## src/rtl/muldiv_pkg.sv

```systemverilog
// Shared MIPS mult/div definitions: R-type funct codes and FSM state
// encodings. Control and hazard units import this same package.
package muldiv_pkg;

   localparam logic [5:0] F_MULT  = 6'b011000;
   localparam logic [5:0] F_MULTU = 6'b011001;
   localparam logic [5:0] F_DIV   = 6'b011010;
   localparam logic [5:0] F_DIVU  = 6'b011011;
   localparam logic [5:0] F_MTHI  = 6'b010001;
   localparam logic [5:0] F_MTLO  = 6'b010011;

   localparam logic [0:0] ST_IDLE = 1'b0;
   localparam logic [0:0] ST_RUN  = 1'b1;

   function automatic logic is_mul(input logic [5:0] f);
      return (f == F_MULT) || (f == F_MULTU);
   endfunction

   function automatic logic is_div(input logic [5:0] f);
      return (f == F_DIV) || (f == F_DIVU);
   endfunction

endpackage

```

## src/rtl/muldiv_core.sv

```systemverilog
// Iterative unsigned datapath: shift-add multiply or restoring divide,
// one bit per step. Operands arrive already as magnitudes.
module muldiv_core
   import muldiv_pkg::*;
#(
   parameter int WIDTH = 32
) (
   input  logic             clk,
   input  logic             reset_n,
   input  logic             load_i,
   input  logic             div_i,
   input  logic [WIDTH-1:0] seed_i,   // multiplier or dividend, shifts through lo
   input  logic [WIDTH-1:0] opnd_i,   // multiplicand or divisor
   input  logic             step_i,
   output logic             div_o,
   output logic [WIDTH-1:0] res_hi_o, // value after the current step
   output logic [WIDTH-1:0] res_lo_o
);

   logic [WIDTH:0]   acc_q, acc_d, sum, shifted, trial;
   logic [WIDTH-1:0] lo_q, lo_d, opnd_q;
   logic             div_q;

   // One iteration step; acc carries an extra bit for the add carry / borrow sign
   always_comb begin
      acc_d   = acc_q;
      lo_d    = lo_q;
      sum     = '0;
      shifted = '0;
      trial   = '0;
      if (div_q) begin
         shifted = {acc_q[WIDTH-1:0], lo_q[WIDTH-1]};
         trial   = shifted - {1'b0, opnd_q};
         if (!trial[WIDTH]) begin
            acc_d = trial;
            lo_d  = {lo_q[WIDTH-2:0], 1'b1};
         end else begin
            acc_d = shifted;
            lo_d  = {lo_q[WIDTH-2:0], 1'b0};
         end
      end else begin
         sum   = lo_q[0] ? (acc_q + {1'b0, opnd_q}) : acc_q;
         acc_d = {1'b0, sum[WIDTH:1]};
         lo_d  = {sum[0], lo_q[WIDTH-1:1]};
      end
   end

   // Working registers: seeded on load, advanced on each step
   always_ff @(posedge clk or negedge reset_n) begin
      if (!reset_n) begin
         acc_q  <= '0;
         lo_q   <= '0;
         opnd_q <= '0;
         div_q  <= 1'b0;
      end else if (load_i) begin
         acc_q  <= '0;
         lo_q   <= seed_i;
         opnd_q <= opnd_i;
         div_q  <= div_i;
      end else if (step_i) begin
         acc_q  <= acc_d;
         lo_q   <= lo_d;
      end
   end

   assign div_o    = div_q;
   assign res_hi_o = acc_d[WIDTH-1:0];
   assign res_lo_o = lo_d;

endmodule

```

## src/rtl/muldiv_unit.sv

```systemverilog
// MIPS HI/LO multiply-divide unit: FSM, operand sign handling, result
// sign fix-up and the architectural HI/LO registers.
module muldiv_unit
   import muldiv_pkg::*;
#(
   parameter int WIDTH = 32
) (
   input  logic             clk,
   input  logic             reset_n,
   input  logic             start,
   input  logic [5:0]       funct,
   input  logic [WIDTH-1:0] a,
   input  logic [WIDTH-1:0] b,
   input  logic             flush,
   output logic             busy,
   output logic             done,
   output logic [WIDTH-1:0] hi,
   output logic [WIDTH-1:0] lo
);

   localparam int             CW   = $clog2(WIDTH);
   localparam logic [CW-1:0]  LAST = CW'(WIDTH - 1);

   logic [0:0]       state_q, state_d;
   logic [CW-1:0]    cnt_q, cnt_d;
   logic [WIDTH-1:0] hi_q, hi_d, lo_q, lo_d, dvd_q, dvd_d;
   logic             done_q, done_d, neg_q, neg_d, rneg_q, rneg_d, dz_q, dz_d;

   logic             op_mul, op_div, sgn, a_neg, b_neg, load, step, core_div;
   logic [WIDTH-1:0] a_mag, b_mag, core_hi, core_lo;
   logic [2*WIDTH-1:0] prod, prod_fix;

   assign op_mul = is_mul(funct);
   assign op_div = is_div(funct);
   assign sgn    = ~funct[0];
   assign a_neg  = sgn & a[WIDTH-1];
   assign b_neg  = sgn & b[WIDTH-1];
   assign a_mag  = a_neg ? -a : a;
   assign b_mag  = b_neg ? -b : b;

   // Flush always wins, so a start in the flush cycle never loads the core
   assign load = !flush && (state_q == ST_IDLE) && start && (op_mul || op_div);
   assign step = !flush && (state_q == ST_RUN);

   muldiv_core #(.WIDTH(WIDTH)) u_core (
      .clk      (clk),
      .reset_n  (reset_n),
      .load_i   (load),
      .div_i    (op_div),
      .seed_i   (op_div ? a_mag : b_mag),
      .opnd_i   (op_div ? b_mag : a_mag),
      .step_i   (step),
      .div_o    (core_div),
      .res_hi_o (core_hi),
      .res_lo_o (core_lo)
   );

   assign prod     = {core_hi, core_lo};
   assign prod_fix = neg_q ? -prod : prod;

   // Next-state: FSM sequencing, operation capture, and final HI/LO write-back
   always_comb begin
      state_d = state_q;
      cnt_d   = cnt_q;
      hi_d    = hi_q;
      lo_d    = lo_q;
      done_d  = 1'b0;
      neg_d   = neg_q;
      rneg_d  = rneg_q;
      dz_d    = dz_q;
      dvd_d   = dvd_q;
      if (flush) begin
         state_d = ST_IDLE;
         cnt_d   = '0;
      end else if (state_q == ST_RUN) begin
         if (cnt_q == LAST) begin
            state_d = ST_IDLE;
            cnt_d   = '0;
            done_d  = 1'b1;
            if (!core_div) begin
               {hi_d, lo_d} = prod_fix;
            end else if (dz_q) begin
               hi_d = dvd_q;
               lo_d = '1;
            end else begin
               lo_d = neg_q  ? -core_lo : core_lo;
               hi_d = rneg_q ? -core_hi : core_hi;
            end
         end else begin
            cnt_d = cnt_q + 1'b1;
         end
      end else if (start) begin
         if (op_mul || op_div) begin
            state_d = ST_RUN;
            cnt_d   = '0;
            neg_d   = a_neg ^ b_neg;
            rneg_d  = a_neg;
            dz_d    = (b == '0);
            dvd_d   = a;
         end else if (funct == F_MTHI) begin
            hi_d = a;
         end else if (funct == F_MTLO) begin
            lo_d = a;
         end
      end
   end

   // State registers
   always_ff @(posedge clk or negedge reset_n) begin
      if (!reset_n) begin
         state_q <= ST_IDLE;
         cnt_q   <= '0;
         hi_q    <= '0;
         lo_q    <= '0;
         done_q  <= 1'b0;
         neg_q   <= 1'b0;
         rneg_q  <= 1'b0;
         dz_q    <= 1'b0;
         dvd_q   <= '0;
      end else begin
         state_q <= state_d;
         cnt_q   <= cnt_d;
         hi_q    <= hi_d;
         lo_q    <= lo_d;
         done_q  <= done_d;
         neg_q   <= neg_d;
         rneg_q  <= rneg_d;
         dz_q    <= dz_d;
         dvd_q   <= dvd_d;
      end
   end

   assign busy = (state_q == ST_RUN);
   assign done = done_q;
   assign hi   = hi_q;
   assign lo   = lo_q;

endmodule

```

## config.mk

```make
export PLATFORM = sky130hd
export DESIGN_NAME = muldiv_unit
export DESIGN_NICKNAME = d
export VERILOG_FILES = /design/src/rtl/muldiv_pkg.sv /design/src/rtl/muldiv_core.sv /design/src/rtl/muldiv_unit.sv
export SDC_FILE = /design/constraint.sdc
export NUM_CORES = 1
export LEC_CHECK = 0
export ABC_AREA = 1
export CAP_MARGIN = 20
export CORE_AREA = 4 4 339 174
export DETAILED_ROUTE_END_ITERATION = 12
export DIE_AREA = 0 0 343 178
export PLACE_DENSITY_LB_ADDON = 0.3
export SLEW_MARGIN = 20
export SYNTH_ARGS = -nofsm -noshare
export SYNTH_HDL_FRONTEND = slang
export SYNTH_SLANG_ARGS = --single-unit
```

## constraint.sdc

```tcl
create_clock -name clk -period 9.6 [get_ports clk]
set_input_delay 2.88 -clock clk [delete_from_list [all_inputs] [get_ports clk]]
set_output_delay 2.88 -clock clk [all_outputs]
set_load 0.01 [all_outputs]
```

# Word-level counts from Yosys, hierarchy flattened
# Index checks and enable logic that the tools add are counted.
[classes]
addsub = 8
n_eq_ne = 10
n_mux = 44
bitwise_logic = 6
reduce_logical = 19
[op_table]
columns = ["op", "n"]
rows = [
  ["$mux W32", 24],
  ["$mux W33", 5],
  ["$neg A32 Y32", 4],
  ["$mux W64", 1],
  ["$neg A64 Y64", 1],
  ["$eq A6 B5 Y1 const B", 6],
  ["$add A33 B32 Y33", 1],
  ["$sub A33 B32 Y33", 1],
  ["$logic_not A32 Y1", 1],
  ["$mux W5", 5],
  ["$mux W1", 9],
  ["$reduce_bool A2 Y1", 4],
  ["$reduce_and A6 Y1", 1],
  ["$reduce_bool A3 Y1", 2],
  ["$add A5 B1 Y5 const B", 1],
  ["$eq A5 B5 Y1 const B", 1],
  ["$reduce_and A5 Y1", 1],
  ["$logic_and A1 B1 Y1", 4],
  ["$ne A2 B2 Y1 const B", 2],
  ["$reduce_and A4 Y1", 1],
  ["$logic_or A1 B1 Y1", 3],
  ["$not A1 Y1", 3],
  ["$and A1 B1 Y1", 2],
  ["$ne A2 B1 Y1 const B", 1],
  ["3 further kinds", 3],
]
[word_totals]
regBits = 204
input_bits = 74
output_inout_bits = 66
wordCells = 100

# Depth between registers and ports, before layout
[depth]
ltp_word = 9
mapped_depth = 37
ltp_nobuf = 36

# Hierarchy
# From an unflattened synthesis, not the netlist that was laid out.
[hier_totals]
cells_unflattened = 3616
hier_area_um2 = 20830.0
[modules_own_cells]
columns = ["mod", "instances", "cells_per_inst", "area_per_inst_um2", "seq_area_each_um2"]
rows = [
  ["muldiv_unit", 1, 1859, 10636.5, 2652.5],
  ["muldiv_core", 1, 1757, 10193.5, 2452.4],
]

# Least setup slack after synthesis
# No wires, ideal clock.
[synth_timing]
kind = "input-to-reg"
startpoint = "input a[1]"
endpoint = "register u_core.opnd_q[30]"
setup_ns = 0.130
t_arrival_ns = 4.820
t_required_ns = 9.470
path_slack_ns = 4.649
path_stages = 15
path_buffers = 0
cell_sequence = "inv_1 > ha_1 > nand3_1 > nor3_1 > nand3_1 > nor3_1 > nand2_1 > nand2_1 > o21ai_0 > nor2_1 > o21ai_0 > a21oi_1 > xor2_1 > o211ai_1 > o21ai_0"
[synth_via]
elab_chain_cells = 3
[synth_rtl]
columns = ["element", "line_no", "text"]
rows = [
  ["start, declared", "muldiv_unit.sv:12", "input logic [WIDTH-1:0] a,"],
  ["$neg A32 Y32", "muldiv_unit.sv:38", "assign a_mag = a_neg ? -a : a;"],
  ["$mux W32", "muldiv_unit.sv:38", ""],
  ["$mux W32", "muldiv_unit.sv:51", ".opnd_i (op_div ? b_mag : a_mag),"],
  ["end signal, assigned", "muldiv_core.sv:58", "opnd_q <= opnd_i;"],
  ["end, declared", "muldiv_core.sv:21", "logic [WIDTH-1:0] lo_q, lo_d, opnd_q;"],
]
# Every way passes these cells.
# A chain may end at the register's enable or synchronous reset.

# Worst setup path after layout
[layout_timing]
startpoint = "input funct[4]"
endpoint = "register u_core.lo_q[2]"
[layout_via]
elab_chain_cells = 5
elab_cells_between_ends = 11
cone_classes = "eq/ne (4); mux (2); reduce/logical (5)"
[layout_rtl]
columns = ["element", "line_no", "text"]
rows = [
  ["start, declared", "muldiv_unit.sv:11", "input logic [5:0] funct,"],
  ["$eq A6 B5 Y1, on equally long branches", "muldiv_pkg.sv:16, muldiv_pkg.sv:20", ""],
  ["$logic_or A1 B1 Y1, on equally long branches", "muldiv_pkg.sv:16, muldiv_pkg.sv:20", ""],
  ["$logic_or A1 B1 Y1", "muldiv_unit.sv:42", "assign load = !flush && (state_q == ST_IDLE) && start && (op_mul || op_div);"],
  ["$logic_and A1 B1 Y1", "muldiv_unit.sv:42", ""],
  ["$mux W32 / $reduce_bool A2 Y1 (equally long branches)", "--", ""],
  ["end signal, assigned", "muldiv_core.sv:57", "lo_q <= seed_i;"],
  ["end signal, assigned", "muldiv_core.sv:62", "lo_q <= lo_d;"],
  ["end, declared", "muldiv_core.sv:21", ""],
]
# Several ways; a longest one is shown, not always the timed one.

==> impl_metrics.env <==
export IMPL_htree_levels=1
export IMPL_ios=140
export IMPL_peakVddDrop_uv=141
export IMPL_final_layout_size_suffix_gt1_frac=0.0431
export IMPL_slew_headroom=0.340
export IMPL_worstMarginPinSlew_ns=0.989
export IMPL_drt_first_pass_iters=6
export IMPL_synth_top_area_share=0.256
export IMPL_power_density_nw_per_um2=285
export IMPL_final_area_sq_um=22800
export IMPL_gr_total_overflow=0
export IMPL_synthArstFlopShare=1.00
export IMPL_synth_area_leaders="dfrtp_1 26%, nand2_1 19%, inv_1 10%"
export IMPL_wl_mm=92.8
export IMPL_finalMaxSlewViolations=0
export IMPL_syn2layout_area_growth_pct=14.2
export IMPL_syn_area_per_cell_sq_um=5.96
export IMPL_clockBufferDepth=3
export IMPL_ant_nets=0
export IMPL_crit_required_ns=10.10
export IMPL_finClkSkew_ns=0.0118
export IMPL_cts_tree="yes"
export IMPL_die_w_microns=343
export IMPL_ctsResizeCount=0
export IMPL_hold_class="reg2reg"
export IMPL_core_area_sq_um=55500
export IMPL_antenna_found_initial=5
export IMPL_p_clk_frac=0.156
export IMPL_cts_buffers=25
export IMPL_synthCells=3351
export IMPL_place_gp_congestion=1.01
export IMPL_viasPerCell=5.53
export IMPL_die_y_microns=178
export IMPL_cts_sinks=204
export IMPL_grt_pass1_vias=21082
export IMPL_sw_frac_of_total=0.549
export IMPL_setup_violations=0
export IMPL_grt_pass1_wl_mm=136
export IMPL_layout_nets=3564
export IMPL_cts_reportedPaths_clkPinSlew_ns=0.06
export IMPL_ys_ff_latch=204
export IMPL_clk_latency_ns=0.58
export IMPL_cp_max_fo=57
export IMPL_rsz0062_at_grt="false"
export IMPL_postCtsSetupRepairBufs=0
export IMPL_internal_power_mw=2.93
export IMPL_synth_cell_type_count=62
export IMPL_synth_common_cells="1013 x nand2_1, 541 x inv_1, 397 x nor2_1"
export IMPL_end_kind="flop"
export IMPL_drv_cap=0
export IMPL_synth_yosys_seq_area_share=0.256
export IMPL_critPathKind="in2reg"
export IMPL_finalCriticalPeriod_ns=6.44
export IMPL_worst_setup_path_start_kind="input pin"
export IMPL_row_count=61
export IMPL_syn_num_nets=3498
export IMPL_hold_violations=0
export IMPL_dr_total_vias=23177
export IMPL_fin_setup_tns_ns=0
export IMPL_grt_usage=0.295
export IMPL_synth_edf_count=0
export IMPL_status="finished, final reports clean"
export IMPL_die_area_sq_um=61100
export IMPL_p_switching_mw=3.57
export IMPL_p_comb_frac=0.635
export IMPL_avgRoutedWirePerCell_microns=22.1
export IMPL_drt_iter0_drc=3038
export IMPL_yosysMostFrequentCell="nand2_1"
export IMPL_syn_cell_area_sq_um=20000
export IMPL_finalCritPeriodShare=0.671
export IMPL_start_util=0.360
export IMPL_place_area_sq_um=21900
export IMPL_io_buffer_count=139
export IMPL_arrival_ns=6.94
export IMPL_route_detailed_drc=0
export IMPL_ctsRootBufferMaster="clkbuf_16"
export IMPL_ys_warn_count=0
export IMPL_seqPwrFrac=0.208
export IMPL_ys_flop_type="dfrtp_1"
export IMPL_p_leak_nw=11.6
export IMPL_cts_hold_buffers=0
export IMPL_grt_start_max_net_pins=132
export IMPL_max_freq_ghz=0.155
export IMPL_hold_slack_ns=0.492
export IMPL_synth_top_area_cell="dfrtp_1"
export IMPL_hpwlAfterDp_mm=72.9
power by group through the flow:
stage	combinational, mW	clock (mW)	sequential (mW)
floorplan	2.73	0	1.26
global placement	3.98	0	1.35
detailed placement	3.98	0	1.35
CTS	4.00	1.02	1.34
global route	4.54	1.05	1.37
finish	4.13	1.02	1.36
logic make-up after synthesis:
group / count (synthesis) / share of synthesized area
and+or+nand+nor: 1752 / 0.363
xor gates and xnor gates: 77 / 0.0338
buffers and inverters: 679 / 0.135
AOI/OAI and AO/OA: 566 / 0.167
DFF: 204 / 0.256
adders and majority gates: 73 / 0.0465
layout make-up:
cell class | count | area, sq um
tap | 756 | 946
clock inverter | 8 | 109
fill | 6053 | 32700
sequential | 204 | 5110
antenna | 2 | 5.00
inverter | 555 | 2080
timing repair buffer | 163 | 1620
multi-input combinational | 2468 | 12200
clock buffer | 37 | 721
registers in the layout, indices dropped and copies added (netlist names):
register       flops
lo                32
busy               1
cnt_q              5
u_core.opnd_q     32
dvd_q             32
dz_q               1
rneg_q             1
done               1
u_core.lo_q       32
neg_q              1
u_core.acc_q      33
u_core.div_o       1
hi                32
worst max-delay path, stage by stage:
cell	delay, ns
clkdlybuf4s50_1	0.45
inv_1	0.03
nor2_1	0.25
nand3_1	0.25
nor2_4	0.13
buf_4	0.63
inv_2	0.39
buf_4	0.44
nor2_4	0.14
buf_4	0.47
inv_1	0.37
nor2_1	0.25
a221oi_1	0.07
o21ai_0	0.16
metrics by stage:
stage | instances | worst slack [ns] | total power, mW | util
detailed placement | 4145 | 2.68 | 5.33 | 0.395
CTS | 4190 | 3.32 | 6.36 | 0.410
floorplan | 3351 | 4.65 | 3.98 | -
global route | 4191 | 2.72 | 6.97 | 0.411
global placement | 4144 | 2.79 | 5.33 | 0.395
finish | 4193 | 3.16 | 6.50 | 0.411
routing by layer:
layer / global-route usage / vias to the layer above / wire length, microns
met3: 0.0942 / 174 / 12100
li1: - / 10809 / -
met1: 0.413 / 10871 / 39600
met5: 0 / - / 32
met2: 0.441 / 1319 / 38500
met4: 0.0705 / 4 / 2630
cell usage in the layout (no fill, tap or decap), types with 21 or more instances in the layout:
cell type,synthesis,final
o22ai_1,48,48
nand3_1,220,220
a22oi_1,21,21
inv_1,541,541
buf_4,3,22
nor3_1,34,34
nor2_1,397,394
a21oi_1,171,171
ha_1,71,71
dfrtp_1,204,201
o21ai_1,30,31
clkdlybuf4s50_1,0,138
o21ai_0,159,158
a31oi_1,47,47
nand2_1,1013,1013
xor2_1,67,67
o211ai_1,23,23
clkbuf_16,0,25
nand4_1,22,22
final timing paths:
path	start	cells after the start	end	slack [ns]
worst max-delay path	funct[4]	14	u_core.lo_q[2]$_DFFE_PN0P_	3.16
worst min-delay path	dvd_q[26]$_DFFE_PN0P_	2	dvd_q[26]$_DFFE_PN0P_	0.49
worst max register to register	u_core.opnd_q[7]$_DFFE_PN0P_	34	hi[28]$_DFFE_PN0P_	3.29
worst min register to register	dvd_q[26]$_DFFE_PN0P_	2	dvd_q[26]$_DFFE_PN0P_	0.49
max in group asynchronous	reset_n	3	u_core.acc_q[29]$_DFFE_PN0P_	6.03
min in group asynchronous	reset_n	1	cnt_q[3]$_DFFE_PN0P_	2.29
Power figures use the tool's default switching activity.
